<file path="src/rtl/ram_stream_reader.sv">
// Streaming read DMA on a 1RW RAM port: turns a (base, len) command into sequential reads and a valid/ready word stream.
// Optional macro RAM_STREAM_STRIDE_EN adds a cmd_stride port (address step sampled on accept); otherwise the step is 1.
module ram_stream_reader #(
    parameter int ADDR_BITS  = 14,
    parameter int DATA_BITS  = 64,
    parameter int FIFO_DEPTH = 2
) (
    input  logic                 clock,
    input  logic                 reset_n,
    input  logic                 cmd_valid,
    output logic                 cmd_ready,
    input  logic [ADDR_BITS-1:0] cmd_base,
    input  logic [ADDR_BITS:0]   cmd_len,
`ifdef RAM_STREAM_STRIDE_EN
    input  logic [ADDR_BITS-1:0] cmd_stride,
`endif
    output logic                 ram_en,
    output logic                 ram_wr_en,
    output logic [ADDR_BITS-1:0] ram_addr,
    output logic [DATA_BITS-1:0] ram_data_in,
    input  logic [DATA_BITS-1:0] ram_data_out,
    output logic                 out_valid,
    input  logic                 out_ready,
    output logic [DATA_BITS-1:0] out_data,
    output logic                 out_last,
    output logic                 done
);
    localparam int PW = $clog2(FIFO_DEPTH);
    localparam int CW = $clog2(FIFO_DEPTH + 1);
    localparam logic [ADDR_BITS:0] LEN_ONE = 1;

    typedef enum logic [1:0] {S_IDLE, S_RUN, S_DRAIN} state_t;

    state_t                 state_reg, state_next;
    logic [ADDR_BITS-1:0]   addr_reg;
    logic [ADDR_BITS-1:0]   step;
    logic [ADDR_BITS:0]     len_reg;
    logic [ADDR_BITS:0]     issue_cnt_reg;
    logic [ADDR_BITS:0]     cap_cnt_reg;
    logic                   inflight_reg;
    logic                   done_reg;
    logic [CW-1:0]          count_reg;
    logic [PW-1:0]          rd_ptr_reg, wr_ptr_reg;
    logic [DATA_BITS:0]     fifo_mem [FIFO_DEPTH];
    logic [DATA_BITS:0]     head;
    logic                   accept, pop, push, issue, last_issue, cap_last;

`ifdef RAM_STREAM_STRIDE_EN
    logic [ADDR_BITS-1:0]   stride_reg;
    assign step = stride_reg;
`else
    assign step = ADDR_BITS'(1);
`endif

    function automatic logic [PW-1:0] ptr_inc(input logic [PW-1:0] p);
        return (p == PW'(FIFO_DEPTH - 1)) ? '0 : p + PW'(1);
    endfunction

    assign cmd_ready   = (state_reg == S_IDLE);
    assign accept      = cmd_valid & cmd_ready;
    assign out_valid   = (count_reg != '0);
    assign pop         = out_valid & out_ready;
    assign push        = inflight_reg;
    assign head        = fifo_mem[rd_ptr_reg];
    assign out_data    = head[DATA_BITS-1:0];
    assign out_last    = out_valid & head[DATA_BITS];
    assign done        = done_reg;
    assign ram_wr_en   = 1'b0;
    assign ram_data_in = '0;
    assign ram_addr    = addr_reg;

    // Credit check: words buffered plus the read in flight, minus the one leaving this cycle, must leave room.
    assign issue      = (state_reg == S_RUN) &&
                        ((32'(count_reg) + 32'(inflight_reg)) < (FIFO_DEPTH + 32'(pop)));
    assign ram_en     = issue;
    assign last_issue = issue && (issue_cnt_reg == len_reg - LEN_ONE);
    assign cap_last   = (cap_cnt_reg == len_reg - LEN_ONE);

    always_comb begin
        state_next = state_reg;
        case (state_reg)
            S_IDLE:  if (accept && (cmd_len != '0)) state_next = S_RUN;
            S_RUN:   if (last_issue)                state_next = S_DRAIN;
            S_DRAIN: if (pop && out_last)           state_next = S_IDLE;
            default: state_next = S_IDLE;
        endcase
    end

    always_ff @(posedge clock or negedge reset_n) begin
        if (!reset_n) begin
            state_reg     <= S_IDLE;
            addr_reg      <= '0;
            len_reg       <= '0;
            issue_cnt_reg <= '0;
            cap_cnt_reg   <= '0;
            inflight_reg  <= 1'b0;
            done_reg      <= 1'b0;
            count_reg     <= '0;
            rd_ptr_reg    <= '0;
            wr_ptr_reg    <= '0;
`ifdef RAM_STREAM_STRIDE_EN
            stride_reg    <= '0;
`endif
        end else begin
            state_reg    <= state_next;
            inflight_reg <= issue;
            done_reg     <= (accept && (cmd_len == '0)) || (pop && out_last);
            if (accept) begin
                addr_reg      <= cmd_base;
                len_reg       <= cmd_len;
                issue_cnt_reg <= '0;
                cap_cnt_reg   <= '0;
`ifdef RAM_STREAM_STRIDE_EN
                stride_reg    <= cmd_stride;
`endif
            end else if (issue) begin
                addr_reg      <= addr_reg + step;
                issue_cnt_reg <= issue_cnt_reg + LEN_ONE;
            end
            if (push) begin
                cap_cnt_reg <= cap_cnt_reg + LEN_ONE;
                wr_ptr_reg  <= ptr_inc(wr_ptr_reg);
            end
            if (pop) rd_ptr_reg <= ptr_inc(rd_ptr_reg);
            if (push && !pop)      count_reg <= count_reg + CW'(1);
            else if (!push && pop) count_reg <= count_reg - CW'(1);
        end
    end

    // Each entry holds {last, data}; the read word is captured the cycle after its ram_en.
    always_ff @(posedge clock or negedge reset_n) begin
        if (!reset_n) begin
            for (int i = 0; i < FIFO_DEPTH; i++) fifo_mem[i] <= '0;
        end else if (push) begin
            fifo_mem[wr_ptr_reg] <= {cap_last, ram_data_out};
        end
    end
endmodule

</file>
<file path="config.mk">
export PLATFORM = sky130hd
export DESIGN_NAME = ram_stream_reader
export DESIGN_NICKNAME = d
export VERILOG_FILES = /design/src/rtl/ram_stream_reader.sv
export SDC_FILE = /design/constraint.sdc
export NUM_CORES = 1
export LEC_CHECK = 0
export CORE_MARGIN = 2
export CORE_UTILIZATION = 35
export CTS_BUF_LIST = sky130_fd_sc_hd__clkbuf_8
export DETAILED_ROUTE_END_ITERATION = 6
export GPL_ROUTABILITY_DRIVEN = 1
export HOLD_SLACK_MARGIN = 0.03
export PLACE_DENSITY = 0.65
export SYNTH_ARGS = -nofsm -noshare
export SYNTH_HDL_FRONTEND = slang
export SYNTH_SLANG_ARGS = --single-unit
</file>
<file path="constraint.sdc">
create_clock -name clock -period 2.46 [get_ports clock]
set_input_delay 0.246 -clock clock [delete_from_list [all_inputs] [get_ports clock]]
set_output_delay 0.246 -clock clock [all_outputs]
set_load 0.01 [all_outputs]
</file>
# Word level (Yosys, flattened, before mapping)
# Index checks and enable logic that the tools add are counted.
[word_totals] ff_bits=197 latch_bits=0 mem_bits_rw=0 romBits=0 in_bits=97 output_inout_bits=148 wordCells=77 memories=0
[op_classes] addsub=10 n_mul=0 div=0 n_lt_le_gt_ge=4 n_eq_ne=7 shifts=0 muxes=20 bitwise=5 n_reduce_logical=19
[op_table] operator="65-bit two-way mux" count=4
[op_table] operator="130-bit bitwise mux" count=1
[op_table] operator="65-bit demux with 1-bit select" count=1
[op_table] operator="15-bit two-way mux" count=4
[op_table] operator="15-bit by 1-bit adder with 15-bit output (second input constant)" count=2
[op_table] operator="15-bit == test" count=2
[op_table] operator="14-bit two-way mux" count=2
[op_table] operator="15-bit logical NOT" count=1
[op_table] operator="15-bit nonzero test" count=1
[op_table] operator="15-bit by 1-bit subtractor with 15-bit output (second input constant)" count=1
[op_table] operator="14-bit by 1-bit adder with 14-bit output (second input constant)" count=1
[op_table] operator="2-bit two-way mux" count=5
[op_table] operator="1-bit logical AND" count=8
[op_table] operator="2-bit nonzero test" count=4
[op_table] operator="2-bit one-hot mux with 3 select lines" count=1
[op_table] operator="2-bit >= comparator (second input constant)" count=2
[op_table] operator="2-bit != test (second input constant)" count=2
[op_table] operator="1-bit inverter with 2-bit output" count=2
[op_table] operator="2-bit by 1-bit adder with 3-bit output" count=1
[op_table] operator="2-bit by 1-bit adder with 3-bit output (first input constant)" count=1
[op_table] operator="1-bit AND" count=3
[op_table] operator="3-bit < comparator" count=1
[op_table] operator="3-bit AND reduction" count=1
[op_table] operator="1-bit adder (second input constant)" count=2
[op_table] operator="other kinds (10)" count=12

# Logic depth before layout (Yosys ltp)
[logic_depth] depth_word=8 ltp_mapped=9 mapped_depth_nobuf=8

# Least setup slack after synthesis
# OpenSTA, ideal clock, no wires.
[synth_timing] path_type="flip-flop to flip-flop" from="register len_reg[0]" to="register state_reg[0]" setup_time_ns=0.135 t_arrival_ns=2.495 t_required_ns=2.325 path_slack_ns=-0.169 path_stages_with_launch=10 n_path_buf=1 period_less_slack_ns=2.629 path_cell_list="dfrtp_1 -> inv_1 -> ha_1 -> or4b_4 -> buf_6 -> o31ai_2 -> nand3_1 -> or4b_1 -> nor4_2 -> a211oi_1"
[synth_between] elab_chain_len=5
[synth_rtl] element="start: declaration" line="37" text="logic [ADDR_BITS:0] len_reg;"
[synth_rtl] element="start signal: assignment" line="110" text="len_reg <= cmd_len;"
[synth_rtl] element="15-bit by 1-bit subtractor with 15-bit output" line="76" text="assign last_issue = issue && (issue_cnt_reg == len_reg - LEN_ONE);"
[synth_rtl] element="15-bit == test" line="76"
[synth_rtl] element="1-bit logical AND" line="76"
[synth_rtl] element="2-bit != test (no line)"
[synth_rtl] element="3-bit AND reduction (no line)"
[synth_rtl] element="end signal: assignment" line="105" text="state_reg <= state_next;"
[synth_rtl] element="end: declaration" line="34" text="state_t state_reg, state_next;"
# Every way passes these cells.
# A chain may end at the register's enable or synchronous reset.

# Worst setup path after layout
[layout_timing] from="register len_reg[3]" to="register state_reg[0]"
# The elaborated chain is that of the path after synthesis.

==> metrics.md <==
| Metric | Value |
|---|---|
| Wirelength per Cell | `16.0 um` |
| Final worst-path cycle share | `99.0%` |
| Vias | `7291` |
| Initial antenna violation count | `1` |
| Num CTS Buffers | `17` |
| Layout cell share with drive strength beyond 1 | `28.7%` |
| Largest register FFs | `130` |
| Dpl cell area | `12600 um2` |
| Yosys reg bits | `197` |
| Pwr dens | `1300 nW/um2` |
| Final hold violations | `0` |
| Max Cap Viol | `0` |
| Ranking of synthesized cells by area | `dfrtp_1, mux2_2, buf_4, nand2_1, xnor2_1` |
| Area growth syn-to-layout | `29.8%` |
| Critical Path Stages | `7` |
| CTS tree | `done` |
| H-Tree Depth | `4` |
| Launch point of the worst path | `len_reg[3]` |
| Reg clk slew, reported paths | `0.14 ns` |
| Clock Latency Late Sink | `0.49 ns` |
| Slew HR | `62.5%` |
| Slowest cell on the critical path | `or4_4` |
| Peak supply drop | `0.850 mV` |
| Initial DRC Count | `431` |
| Crit-path max FO | `7` |
| Total gr overflow | `0` |
| Vias per inst | `4.81` |
| Synth cell types | `59` |
| EDFF count, synth | `0` |
| Worst Tran Pin Value | `0.561 ns` |
| Post-route setup TNS | `0 ns` |
| Largest area contributor in the netlist | `dfrtp_1` |
| DP Worst Slack | `-0.0898 ns` |
| Unrepaired setup endpoints after global routing | `yes` |
| CTS root buf | `clkbuf_8` |
| Ys async rst share | `100%` |
| Leakage | `5.56 nW` |
| Final worst setup slack | `0.0244 ns` |
| Syn Inst Count | `900` |
| Vias in the first global route | `7387` |
| Worst R2R Start | `len_reg[3]` |
| N_diodes | `0` |
| Overall power | `17.2 mW` |
| Die ar. | `30500 um2` |
| Mean Syn Cell Area | `11.3 um2` |
| Critical Path Most Common Cell | `nor4_4` |
| First-pass GRT wire length | `38800 um` |
| Skew final | `0.0207 ns` |
| Critical path class | `register to register` |
| Drt first pass iters | `5` |
| Worst R2R Setup Slack | `0.02 ns` |
| Placed wire-length estimate | `17200 um` |
| Top reg by flops | `fifo_mem` |
| CP cell instances | `or4_4, nor4_4, nor3b_1, a2111o_1, nor4_4, buf_4, a211oi_1` |
| Routability cong. | `0.881` |
| Total Nets Final | `1222` |
| Largest stage delay, worst path | `0.59 ns` |
| Drt total wl | `24200 um` |
| Final cell area excluding filler cells | `13200 um2` |
| Top FF cell, synth | `dfrtp_1` |
| DIE WIDTH | `175 um` |
| Filler instances | `2659` |
| CP Capture Type | `register` |
| Row count | `62` |
| Critical Path RT | `2.81 ns` |
| TritonCTS sink count | `197` |
| Status | `finished clean` |
| Max Clk Rate | `411 MHz` |
| Synth warn | `0` |
| Largest net degree at the start of global routing | `96` |
| Critical path endpoint | `state_reg[0]` |
| Core footprint | `28700 um2` |
| Seq/Total Area, Yosys | `48.4%` |
| Syn Std Cell Area | `10200 um2` |
| RR Endpoint | `state_reg[0]` |
| Final Slew Violations | `0` |
| Hold Path Class | `input port to asynchronous set/reset pin` |
| Crit path time final | `2.44 ns` |
| IO Port Bufs | `179` |
| Deepest clock path buffer count | `2` |
| Die Ht | `175 um` |
| Initial core utilization | `35.5%` |
| R2R cell count | `7` |
| Post-route antenna net violation count | `0` |
| Total Routing Usage GR | `15.9%` |
| Num ports | `245` |
| Leading cell type by number of instances after synthesis | `dfrtp_1` |
| CP bufs+invs | `1` |
| Residual DRC count | `0` |
| Endpoints failing setup | `0` |
| Most frequent cells after synthesis | `dfrtp_1, mux2_2, nand2_1` |
| Synth top area share | `48.4%` |
| Arrival time at the worst endpoint | `2.78 ns` |
| CP delay by family, top | `simple AND/OR/NAND/NOR gates` |
| Crit start category | `register` |
[cell type report]
type	count	area, um2	area share (%)
clock buffer	17	234	1.77
clock inverter	15	215	1.63
inverter	14	52.6	0.397
multi-input combinational	637	4850	36.7
sequential	197	4930	37.3
tap	384	480	3.63
timing repair buffer	251	2460	18.6
[what timing repair did]
action	4_1_cts	5_1_grt
setup endpoints to repair	18	42
hold buffers	1	0
endpoints found under the hold margin	161	0
buffers inserted	3	2
gates resized for setup	23	10
pin swaps	1	5
cloned	0	1
[worst min path at each step]
| stage | from | endpoint | slack, ns |
|---|---|---|---|
| 6_report | reset_n | fifo_mem[41] | 0.17 |
| 5_1_grt | reset_n | fifo_mem[106] | 0.15 |
| 4_1_cts | reset_n | fifo_mem[106] | 0.14 |
| 3_5_place_dp | reset_n | fifo_mem[106] | 0.14 |
| 3_3_place_gp | reset_n | fifo_mem[106] | 0.13 |
| 2_1_floorplan | reset_n | cap_cnt_reg[0] | -0.05 |
[layer usage]
| layer | share of wire, % | GRT usage (%) | up-vias |
|---|---|---|---|
| met1 | 46 | 21.6 | 3589 |
| met5 | 0.054 | 0 | - |
| met2 | 47 | 25.4 | 214 |
| li1 | - | - | 3459 |
| met3 | 5.4 | 3.55 | 27 |
| met4 | 1.7 | 4.69 | 2 |
[power by group]
group | switching [mW] | internal [mW] | total, mW
Clock | 1.47 | 0.825 | 2.29
Combinational | 3.94 | 5.34 | 9.28
Sequential | 0.965 | 4.71 | 5.67
Total | 6.38 | 10.9 | 17.2
[metrics by stage]
step,instances,hold WS (ns),util [%]
CTS,1512,0.140,45.8
floorplan,964,-0.0496,-
finish,1515,0.166,46.1
detailed placement,1476,0.137,44.1
global route,1515,0.150,46.1
global placement,1476,0.133,44.1
[cell usage in the layout, fill, tap and decap left out, drive strengths merged, types with 3 or more instances in the layout]
cell type,Yosys,layout
nor4,16,16
nor2b,4,4
nand4b,3,3
nor2,36,36
xor2,23,23
and3,8,8
nand2,87,87
clkbuf,41,19
mux2i,8,8
nand4,10,10
or4,4,4
dlygate4sd2,0,14
mux2,192,192
dfrtp,197,197
inv,12,20
o31ai,3,3
nor3,13,13
or3,7,7
a31oi,5,5
o21ai,41,41
xnor2,36,36
clkinv,2,9
nand3,19,19
nor3b,4,4
a21oi,15,15
buf,75,70
conb,1,65
and4,6,6
clkdlybuf4s50,0,164
ha,7,7
[logic make-up after synthesis]
kind of cell	synth area share, %
adders and majority gates	0.859
DFF	48.4
and+or+nand+nor	11.2
buffers and inverters	7.38
xor gates and xnor gates	5.29
AOI/OAI and AO/OA	4.84
other	0.0368
muxes	22.0
No activity file was read; power rests on OpenSTA's default activity.
